`config.mk`:
```
export PLATFORM = sky130hd
export DESIGN_NAME = mult_div_unit
export DESIGN_NICKNAME = d
export VERILOG_FILES = /design/src/rtl/md_pkg.sv /design/src/rtl/md_calc.sv /design/src/rtl/mult_div_unit.sv
export SDC_FILE = /design/constraint.sdc
export NUM_CORES = 2
export LEC_CHECK = 0
export CAP_MARGIN = 20
export CORE_MARGIN = 2
export CORE_UTILIZATION = 39
export DETAILED_ROUTE_END_ITERATION = 10
export PLACE_DENSITY = 0.67
export SETUP_SLACK_MARGIN = 0.4
export SYNTH_ARGS = -nofsm -noshare
export SYNTH_HDL_FRONTEND = slang
export SYNTH_SLANG_ARGS = --single-unit
```
`constraint.sdc`:
```
create_clock -name clk -period 8.9 [get_ports clk]
set_clock_uncertainty 0.15 [all_clocks]
set_input_delay 1.78 -clock clk [delete_from_list [all_inputs] [get_ports clk]]
set_output_delay 1.78 -clock clk [all_outputs]
set_load 0.02 [all_outputs]
```
`src/rtl/md_pkg.sv`:
```
// Shared types for the multiply/divide unit: op encoding, FSM states, default latencies.
// The DIV state only exists when MD_DIV_EN is defined.
package md_pkg;

    typedef enum logic [2:0] {
        OP_MULT  = 3'd0,
        OP_MULTU = 3'd1,
        OP_DIV   = 3'd2,
        OP_DIVU  = 3'd3,
        OP_MTHI  = 3'd4,
        OP_MTLO  = 3'd5
    } md_op_e;

`ifdef MD_DIV_EN
    typedef enum logic [1:0] {
        ST_IDLE = 2'd0,
        ST_MUL  = 2'd1,
        ST_DIV  = 2'd2
    } md_state_e;
`else
    typedef enum logic [1:0] {
        ST_IDLE = 2'd0,
        ST_MUL  = 2'd1
    } md_state_e;
`endif

    localparam int DEF_MULT_LAT = 5;
    localparam int DEF_DIV_LAT  = 10;

endpackage

```
`src/rtl/md_calc.sv`:
```
// Combinational datapath: 64-bit product and, with MD_DIV_EN, truncating quotient/remainder.
// Works purely on the operands latched by mult_div_unit.
module md_calc
    import md_pkg::*;
(
    input  logic        is_signed,
    input  logic [31:0] op_a,
    input  logic [31:0] op_b,
    output logic [63:0] product
`ifdef MD_DIV_EN
    ,
    output logic [31:0] quotient,
    output logic [31:0] remainder,
    output logic        div_by_zero
`endif
);

    logic [63:0] ext_a;
    logic [63:0] ext_b;

    // Sign-extending to 64 bits makes the modulo-2^64 product correct for both signednesses.
    assign ext_a   = {{32{is_signed & op_a[31]}}, op_a};
    assign ext_b   = {{32{is_signed & op_b[31]}}, op_b};
    assign product = ext_a * ext_b;

`ifdef MD_DIV_EN
    logic        neg_a;
    logic        neg_b;
    logic [31:0] mag_a;
    logic [31:0] mag_b;
    logic [31:0] safe_b;
    logic [31:0] q_mag;
    logic [31:0] r_mag;

    assign neg_a       = is_signed & op_a[31];
    assign neg_b       = is_signed & op_b[31];
    assign mag_a       = neg_a ? (32'd0 - op_a) : op_a;
    assign mag_b       = neg_b ? (32'd0 - op_b) : op_b;
    assign div_by_zero = (op_b == 32'd0);
    // Divide by 1 instead of 0 so the datapath never goes X; the result is discarded anyway.
    assign safe_b      = div_by_zero ? 32'd1 : mag_b;
    assign q_mag       = mag_a / safe_b;
    assign r_mag       = mag_a % safe_b;
    assign quotient    = (neg_a ^ neg_b) ? (32'd0 - q_mag) : q_mag;
    assign remainder   = neg_a ? (32'd0 - r_mag) : r_mag;
`endif

endmodule

```
`src/rtl/mult_div_unit.sv`:
```
// Multi-cycle HI/LO multiply/divide unit with busy/stall handshake for the D-stage hazard logic.
// Divide support is compiled in only when MD_DIV_EN is defined.
module mult_div_unit
    import md_pkg::*;
#(
    parameter int MULT_LAT = DEF_MULT_LAT,
    parameter int DIV_LAT  = DEF_DIV_LAT
) (
    input  logic        clk,
    input  logic        reset,
    input  logic        start,
    input  logic [2:0]  op,
    input  logic [31:0] rs_val,
    input  logic [31:0] rt_val,
    output logic        busy,
    output logic        md_stall,
    output logic [31:0] hi,
    output logic [31:0] lo
);

    localparam int MAX_LAT = (MULT_LAT > DIV_LAT) ? MULT_LAT : DIV_LAT;
    localparam int CNT_W   = $clog2(MAX_LAT + 1);

    md_state_e          state_q, state_d;
    logic [CNT_W-1:0]   cnt_q, cnt_d;
    logic               busy_q, busy_d;
    logic [31:0]        hi_q, hi_d;
    logic [31:0]        lo_q, lo_d;
    logic [31:0]        a_q, a_d;
    logic [31:0]        b_q, b_d;
    logic               sgn_q, sgn_d;
    logic               long_op;
    logic [63:0]        product;
    md_op_e             op_e;

    assign op_e = md_op_e'(op);

`ifdef MD_DIV_EN
    logic [31:0] quotient;
    logic [31:0] remainder;
    logic        div_by_zero;

    md_calc u_calc (
        .is_signed  (sgn_q),
        .op_a       (a_q),
        .op_b       (b_q),
        .product    (product),
        .quotient   (quotient),
        .remainder  (remainder),
        .div_by_zero(div_by_zero)
    );
`else
    md_calc u_calc (
        .is_signed(sgn_q),
        .op_a     (a_q),
        .op_b     (b_q),
        .product  (product)
    );
`endif

    always_comb begin
        long_op = 1'b0;
        case (op_e)
            OP_MULT, OP_MULTU: long_op = 1'b1;
`ifdef MD_DIV_EN
            OP_DIV, OP_DIVU:   long_op = 1'b1;
`endif
            default:           long_op = 1'b0;
        endcase
    end

    always_comb begin
        state_d = state_q;
        cnt_d   = cnt_q;
        busy_d  = busy_q;
        hi_d    = hi_q;
        lo_d    = lo_q;
        a_d     = a_q;
        b_d     = b_q;
        sgn_d   = sgn_q;
        case (state_q)
            ST_IDLE: begin
                if (start) begin
                    case (op_e)
                        OP_MULT, OP_MULTU: begin
                            a_d     = rs_val;
                            b_d     = rt_val;
                            sgn_d   = (op_e == OP_MULT);
                            cnt_d   = CNT_W'(MULT_LAT);
                            state_d = ST_MUL;
                            busy_d  = 1'b1;
                        end
`ifdef MD_DIV_EN
                        OP_DIV, OP_DIVU: begin
                            a_d     = rs_val;
                            b_d     = rt_val;
                            sgn_d   = (op_e == OP_DIV);
                            cnt_d   = CNT_W'(DIV_LAT);
                            state_d = ST_DIV;
                            busy_d  = 1'b1;
                        end
`endif
                        OP_MTHI: hi_d = rs_val;
                        OP_MTLO: lo_d = rs_val;
                        default: ;
                    endcase
                end
            end
            ST_MUL: begin
                cnt_d = cnt_q - CNT_W'(1);
                if (cnt_q == CNT_W'(1)) begin
                    hi_d    = product[63:32];
                    lo_d    = product[31:0];
                    state_d = ST_IDLE;
                    busy_d  = 1'b0;
                end
            end
`ifdef MD_DIV_EN
            ST_DIV: begin
                cnt_d = cnt_q - CNT_W'(1);
                if (cnt_q == CNT_W'(1)) begin
                    if (!div_by_zero) begin
                        hi_d = remainder;
                        lo_d = quotient;
                    end
                    state_d = ST_IDLE;
                    busy_d  = 1'b0;
                end
            end
`endif
            default: begin
                state_d = ST_IDLE;
                busy_d  = 1'b0;
            end
        endcase
    end

    always_ff @(posedge clk) begin
        if (reset) begin
            state_q <= ST_IDLE;
            cnt_q   <= '0;
            busy_q  <= 1'b0;
            hi_q    <= '0;
            lo_q    <= '0;
            a_q     <= '0;
            b_q     <= '0;
            sgn_q   <= 1'b0;
        end else begin
            state_q <= state_d;
            cnt_q   <= cnt_d;
            busy_q  <= busy_d;
            hi_q    <= hi_d;
            lo_q    <= lo_d;
            a_q     <= a_d;
            b_q     <= b_d;
            sgn_q   <= sgn_d;
        end
    end

    assign busy     = busy_q;
    assign md_stall = busy_q | (start & long_op);
    assign hi       = hi_q;
    assign lo       = lo_q;

endmodule

```
Word-level counts from Yosys, hierarchy flattened
Index checks and enable logic that the tools add are counted.
{"block": "totals", "word_cells": 53, "input_bits": 70, "register_bits": 136, "out_inout_bits": 66}
{"block": "classes", "n_mul": 1, "bitwise_logic": 4, "mux": 20, "reduce_logical": 9, "eq_ne": 10, "addsub": 1}
{"operator": "32-bit two-way mux", "count": 6}
{"operator": "32-bit one-hot mux with 2 select lines", "count": 2}
{"operator": "33-bit by 33-bit multiplier with 64-bit output", "count": 1}
{"operator": "3-bit AND reduction", "count": 3}
{"operator": "4-bit two-way mux", "count": 2}
{"operator": "4-bit one-hot mux with 2 select lines", "count": 1}
{"operator": "4-bit AND reduction", "count": 2}
{"operator": "3-bit equality test, second input constant", "count": 2}
{"operator": "2-bit two-way mux", "count": 3}
{"operator": "2-bit by 1-bit inequality test with 1-bit output, second input constant", "count": 3}
{"operator": "4-bit by 1-bit equality test with 1-bit output, second input constant", "count": 1}
{"operator": "1-bit two-way mux", "count": 4}
{"operator": "2-bit inequality test, second input constant", "count": 2}
{"operator": "2-bit one-hot mux with 2 select lines", "count": 1}
{"operator": "4-bit by 1-bit subtractor with 4-bit output, second input constant", "count": 1}
{"operator": "1-bit bitwise AND", "count": 3}
{"operator": "3-bit by 1-bit equality test with 1-bit output, second input constant", "count": 1}
{"operator": "3-bit zero test", "count": 1}
{"operator": "2-bit by 1-bit equality test with 1-bit output, second input constant", "count": 1}
{"operator": "2-bit zero test", "count": 1}
{"operator": "1-bit one-hot mux with 2 select lines", "count": 1}
{"operator": "2-bit nonzero test", "count": 1}
{"operator": "2-bit OR reduction", "count": 1}
{"operator": "1-bit OR", "count": 1}

Depth between registers and ports, before layout
{"block": "depth", "ltp_word": 5, "ltp_mapped": 31, "depth_no_buf": 28}

Modules after synthesis
A second synthesis with hierarchy kept.
{"block": "unflattened", "cells_unflattened": 4815, "hier_area_um2": 43399.1}
{"mod": "md_calc", "area_per_inst_um2": 37938.9, "instances": 1, "seq_area_each_um2": 0.0, "cells_per_inst": 4167}
{"mod": "mult_div_unit", "area_per_inst_um2": 5460.2, "instances": 1, "seq_area_each_um2": 2682.6, "cells_per_inst": 648}

Worst setup path after synthesis
Ideal clock, no wire load.
{"block": "synth_path", "path_type": "flip-flop to flip-flop", "from": "register a_q[31]", "to": "register hi_q[30] (netlist: hi[30])", "arrival_time_ns": 7.861, "setup_time_ns": 0.062, "setup_slack_ns": 0.828, "synth_period_minus_slack_ns": 8.072, "required_ns": 8.688, "n_path_buf": 2, "stages_incl_launch_ff": 29, "path_cell_list": "dfxtp_1 -> clkbuf_1 -> and2_1 -> clkbuf_1 -> nand2_1 -> inv_1 -> fa_1 -> inv_1 -> fa_1 -> inv_1 -> fa_1 -> fa_1 -> inv_1 -> fa_1 -> inv_1 -> fa_1 -> inv_1 -> fa_1 -> fa_1 -> inv_1 -> ha_1 -> and3_1 -> and3_1 -> nand2_1 -> o21ai_0 -> o21ba_4 -> o21a_4 -> or4_1 -> nand3_1"}
{"block": "synth_via", "elab_chain_len": 4}
{"item": "start: declaration", "line": "mult_div_unit.sv:29", "rtl": "logic [31:0] a_q, a_d;"}
{"item": "start signal: assignment", "line": "mult_div_unit.sv:145", "rtl": "a_q <= '0;"}
{"item": "start signal: assignment", "line": "mult_div_unit.sv:154", "rtl": "a_q <= a_d;"}
{"item": "1-bit bitwise AND", "line": "md_calc.sv:22", "rtl": "assign ext_a = {{32{is_signed & op_a[31]}}, op_a};"}
{"item": "33-bit by 33-bit multiplier with 64-bit output *", "line": "md_calc.sv:24", "rtl": "assign product = ext_a * ext_b;"}
{"item": "32-bit two-way mux *", "line": "mult_div_unit.sv:111", "rtl": "if (cnt_q == CNT_W'(1)) begin"}
{"item": "32-bit one-hot mux with 2 select lines *", "line": "mult_div_unit.sv:81", "rtl": "case (state_q)"}
{"item": "end signal: assignment", "line": "mult_div_unit.sv:152", "rtl": "hi_q <= hi_d;"}
{"item": "end: declaration", "line": "mult_div_unit.sv:27", "rtl": "logic [31:0] hi_q, hi_d;"}
Mark *: on every way between the ends. The rest lies on a longest branch, timed or not. The select of a mux whose other input is x is not followed.
A chain may end at the register's enable or synchronous reset.

Worst setup path in the final report
{"block": "layout_path", "from": "register a_q[14]", "to": "register hi_q[19] (netlist: hi[19])"}
{"block": "layout_via", "elab_chain_len": 3}
{"item": "33-bit by 33-bit multiplier with 64-bit output", "line": "md_calc.sv:24"}
{"item": "32-bit two-way mux", "line": "mult_div_unit.sv:111"}
{"item": "32-bit one-hot mux with 2 select lines", "line": "mult_div_unit.sv:81"}
Every way passes these cells. The select of a mux whose other input is x is not followed.

==> results.sh <==
export IMPL_outcome="finished, final reports clean"
export IMPL_antenna_found_initial=2
export IMPL_cts_made_buffers=17
export IMPL_layout_cells_non_filler=6283
export IMPL_crit_path_frequent_cell="fa_1"
export IMPL_placedCellCount=6243
export IMPL_timing_fmax_ghz=0.121
export IMPL_share_comb_of_total_power_pct=28.4
export IMPL_vias_per_cell=5.15
export IMPL_met1Wirelength_um=48900
export IMPL_setup_viol=0
export IMPL_drt_initial_drc_count=2435
export IMPL_p_switching_uw=837
export IMPL_die_w_um=337
export IMPL_rsz0062_at_grt="true"
export IMPL_synth_area_top_cells="fa_1 (52%), inv_1 (9.8%), nand2_1 (7.2%)"
export IMPL_core_um2=109000
export IMPL_layout_min_cycle_time_ps=8280
export IMPL_r2r_slack_ps=620
export IMPL_clkLatencyLatePin_ps=500
export IMPL_ios=136
export IMPL_hpwl_um=100000
export IMPL_grt_overflow=0
export IMPL_internal_power_uw=1260
export IMPL_grt_max_degree=78
export IMPL_critPathKind="reg -> reg"
export IMPL_top_layer="met4"
export IMPL_crit_chain="buf_12, and2_1, fa_1, fa_1, inv_1, fa_1, inv_1, fa_1, fa_1, fa_1, fa_1, inv_1, fa_1, inv_1, ha_1, and4_1, and3_1, nand2b_1, a211oi_2, nor4_2, o31ai_2, a211oi_2, o41a_1, a311oi_1"
export IMPL_clkTransAtPathRegs_ps=90
export IMPL_avgRoutedWirePerCell_um=19.4
export IMPL_slowest_delay_ps=670
export IMPL_hold_violations=0
export IMPL_htreeDepth=4
export IMPL_post_route_period_util_pct=93.0
export IMPL_clock_sinks=134
export IMPL_initial_core_util_pct=39.5
export IMPL_critPathLaunchType="flip-flop"
export IMPL_relSlewSlack_pct=27.5
export IMPL_drive_gt1_share_pct=5.29
export IMPL_path_delay_family="adder cells"
export IMPL_power_density_nw_per_um2=44.3
export IMPL_cp_arrival_ps=8520
export IMPL_drc_errors=0
export IMPL_syn_inst=4779
export IMPL_dr_total_vias=32362
export IMPL_rr_worst_depth=24
export IMPL_drtAntennaViolNets=0
export IMPL_final_nets=6202
export IMPL_hold_path_depth=2
export IMPL_root_buffer="clkbuf_16"
export IMPL_worstReg2RegEnd="hi[19]$_SDFFE_PP0P_"
export IMPL_grt_pass1_wl_um=196000
export IMPL_required_ps=9150
export IMPL_drv_cap=0
export IMPL_worstHoldStart="b_q[25]$_SDFFE_PP0P_"
export IMPL_firstDrtPassIters=6
export IMPL_clock_power_share_pct=38.2
export IMPL_crit_buf_inv=5
export IMPL_maxSlewViolCount=0
export IMPL_crit_fanout=26
export IMPL_nFillCells=10618
export IMPL_tightest_slew_ps=1090
export IMPL_endpoint_kind="flip-flop"
export IMPL_gp_congestion=0.916
export IMPL_grt_pass1_vias=34625
export IMPL_fp_dieH_um=337
export IMPL_synth_top_cell_area_share_pct=52.2
export IMPL_cts_max_path_buffers=2
export IMPL_io_buffers=135
export IMPL_hold_end="b_q[25]$_SDFFE_PP0P_"
export IMPL_rr_startpoint="a_q[14]$_SDFFE_PP0P_"
export IMPL_dieArea_um2=113000
export IMPL_synth_nets=6188
export IMPL_hp_class="reg -> reg"
export IMPL_power_frac_seq_pct=33.4
export IMPL_gr_usage_all_layers_pct=22.4
export IMPL_ys_ff_latch=134
export IMPL_syn_area_per_cell_um2=9.02
export IMPL_yosysSeqAreaShare_pct=6.22
export IMPL_p_leak_uw=0.0229
export IMPL_area_growth_pct=9.54
export IMPL_yosysWarnings=0
export IMPL_synth_area_um2=43100
export IMPL_holdBufCountCts=0
export IMPL_dr_wl_met3_um=8790
export IMPL_slowest_stage="dfxtp_1"
export IMPL_swShare_pct=40.0
export IMPL_synth_commonest_cells="inv_1 (1131), fa_1 (1125), nand2_1 (829), and2_1 (345), clkbuf_1 (271)"
export IMPL_timing_hold_ws_ps=310
export IMPL_rows=121
export IMPL_fin_setup_tns_ps=0
export IMPL_met2WireLength_um=59600
export IMPL_tritoncts="built"
export IMPL_synth_edf_count=0
export IMPL_ir_drop_mv=0.136
export IMPL_yosysMostFrequentCell="inv_1"
export IMPL_synth_ff_type="dfxtp_1"
export IMPL_synthArstFlopShare_pct=0
export IMPL_synth_cell_types=73
export IMPL_wl_um=122000
export IMPL_synth_top_cell_by_area="fa_1"
## sequential cells by signal, indices dropped and copies added (netlist names)
register and count:
b_q 32, cnt_q 4, lo 32, sgn_q 1
a_q 32, hi 32, busy 1
## power groups by stage
stage / sequential (µW) / combinational [µW] / clock (µW)
2_1_floorplan: 694 / 314 / 0
3_3_place_gp: 710 / 569 / 0
3_5_place_dp: 710 / 581 / 0
4_1_cts: 696 / 586 / 806
5_1_grt: 702 / 640 / 824
6_report: 699 / 594 / 801
## metal layers
metal,vias to the layer above,track usage (%)
met4,0,7.56
met5,-,0
met3,240,2.98
met1,16920,30.0
met2,1276,37.6
li1,13926,-
## placed cells by master, fill, tap and decap left out, types with 40 or more instances in the layout
master	n
buf_4	124
inv_1	1129
o21ai_0	40
ha_1	214
fa_1	1124
and2_1	344
xnor2_1	47
nor2_1	118
clkdlybuf4s50_1	134
nand2_1	828
a21oi_1	105
dfxtp_1	98
## metrics by stage
step           setup WS [ps]  utilization, %  area [µm²]  power [µW]
2_1_floorplan            828               -       43100        1010
3_3_place_gp             418            42.4       46300        1280
3_5_place_dp             350            42.5       46400        1290
4_1_cts                  404            43.0       47000        2090
5_1_grt                  310            43.2       47200        2160
6_report                 624            43.2       47200        2090
## logic make-up after synthesis
logic type | Yosys count | share of synthesized area [%]
adder cells (fa/ha/maj) | 1339 | 58.4
flip-flops | 134 | 6.22
multiplexers | 8 | 0.186
XOR/XNOR | 66 | 1.34
AO/OA/AOI/OAI | 366 | 5.96
AND/OR/NAND/NOR | 1456 | 15.6
buffers and inverters | 1410 | 12.3
## cell type report
class	count	area, µm²	area share, %
antenna	1	2.50	0.00530
clock buffer	17	425	0.901
clock inverter	15	184	0.389
inverter	1131	4250	9.00
multi-input combinational	3235	35200	74.5
sequential	134	2730	5.78
tap	1476	1850	3.91
timing repair buffer	274	2590	5.49
## worst max-delay path by stage
stage | end | start | slack (ps) | cells after the start
finish | hi[19]$_SDFFE_PP0P_ | a_q[14]$_SDFFE_PP0P_ | 620 | 24
global placement | hi[19]$_SDFFE_PP0P_ | a_q[4]$_SDFFE_PP0P_ | 420 | 26
CTS | hi[19]$_SDFFE_PP0P_ | a_q[10]$_SDFFE_PP0P_ | 400 | 27
global route | hi[19]$_SDFFE_PP0P_ | a_q[13]$_SDFFE_PP0P_ | 310 | 26
floorplan | hi[30]$_SDFFE_PP0P_ | a_q[31]$_SDFFE_PP0P_ | 830 | 28
detailed placement | hi[19]$_SDFFE_PP0P_ | b_q[18]$_SDFFE_PP0P_ | 350 | 26
## what timing repair did
item                       in CTS  in global routing
gates cloned                    0                  1
pin swaps                       0                  1
setup buffers                   0                  5
setup endpoints to repair       3                 28
resized for setup               2                 55
## worst reg2reg max path: stages, from the launching register on
cell,delay [ps]
dfxtp_1,670
buf_12,260
and2_1,190
fa_1,430
fa_1,490
inv_1,70
fa_1,550
inv_1,60
fa_1,490
fa_1,610
fa_1,440
fa_1,490
inv_1,50
fa_1,560
inv_1,60
ha_1,410
and4_1,270
and3_1,190
nand2b_1,100
a211oi_2,350
nor4_2,110
o31ai_2,350
a211oi_2,160
o41a_1,400
a311oi_1,280
No activity file was read; power rests on OpenSTA's default activity.
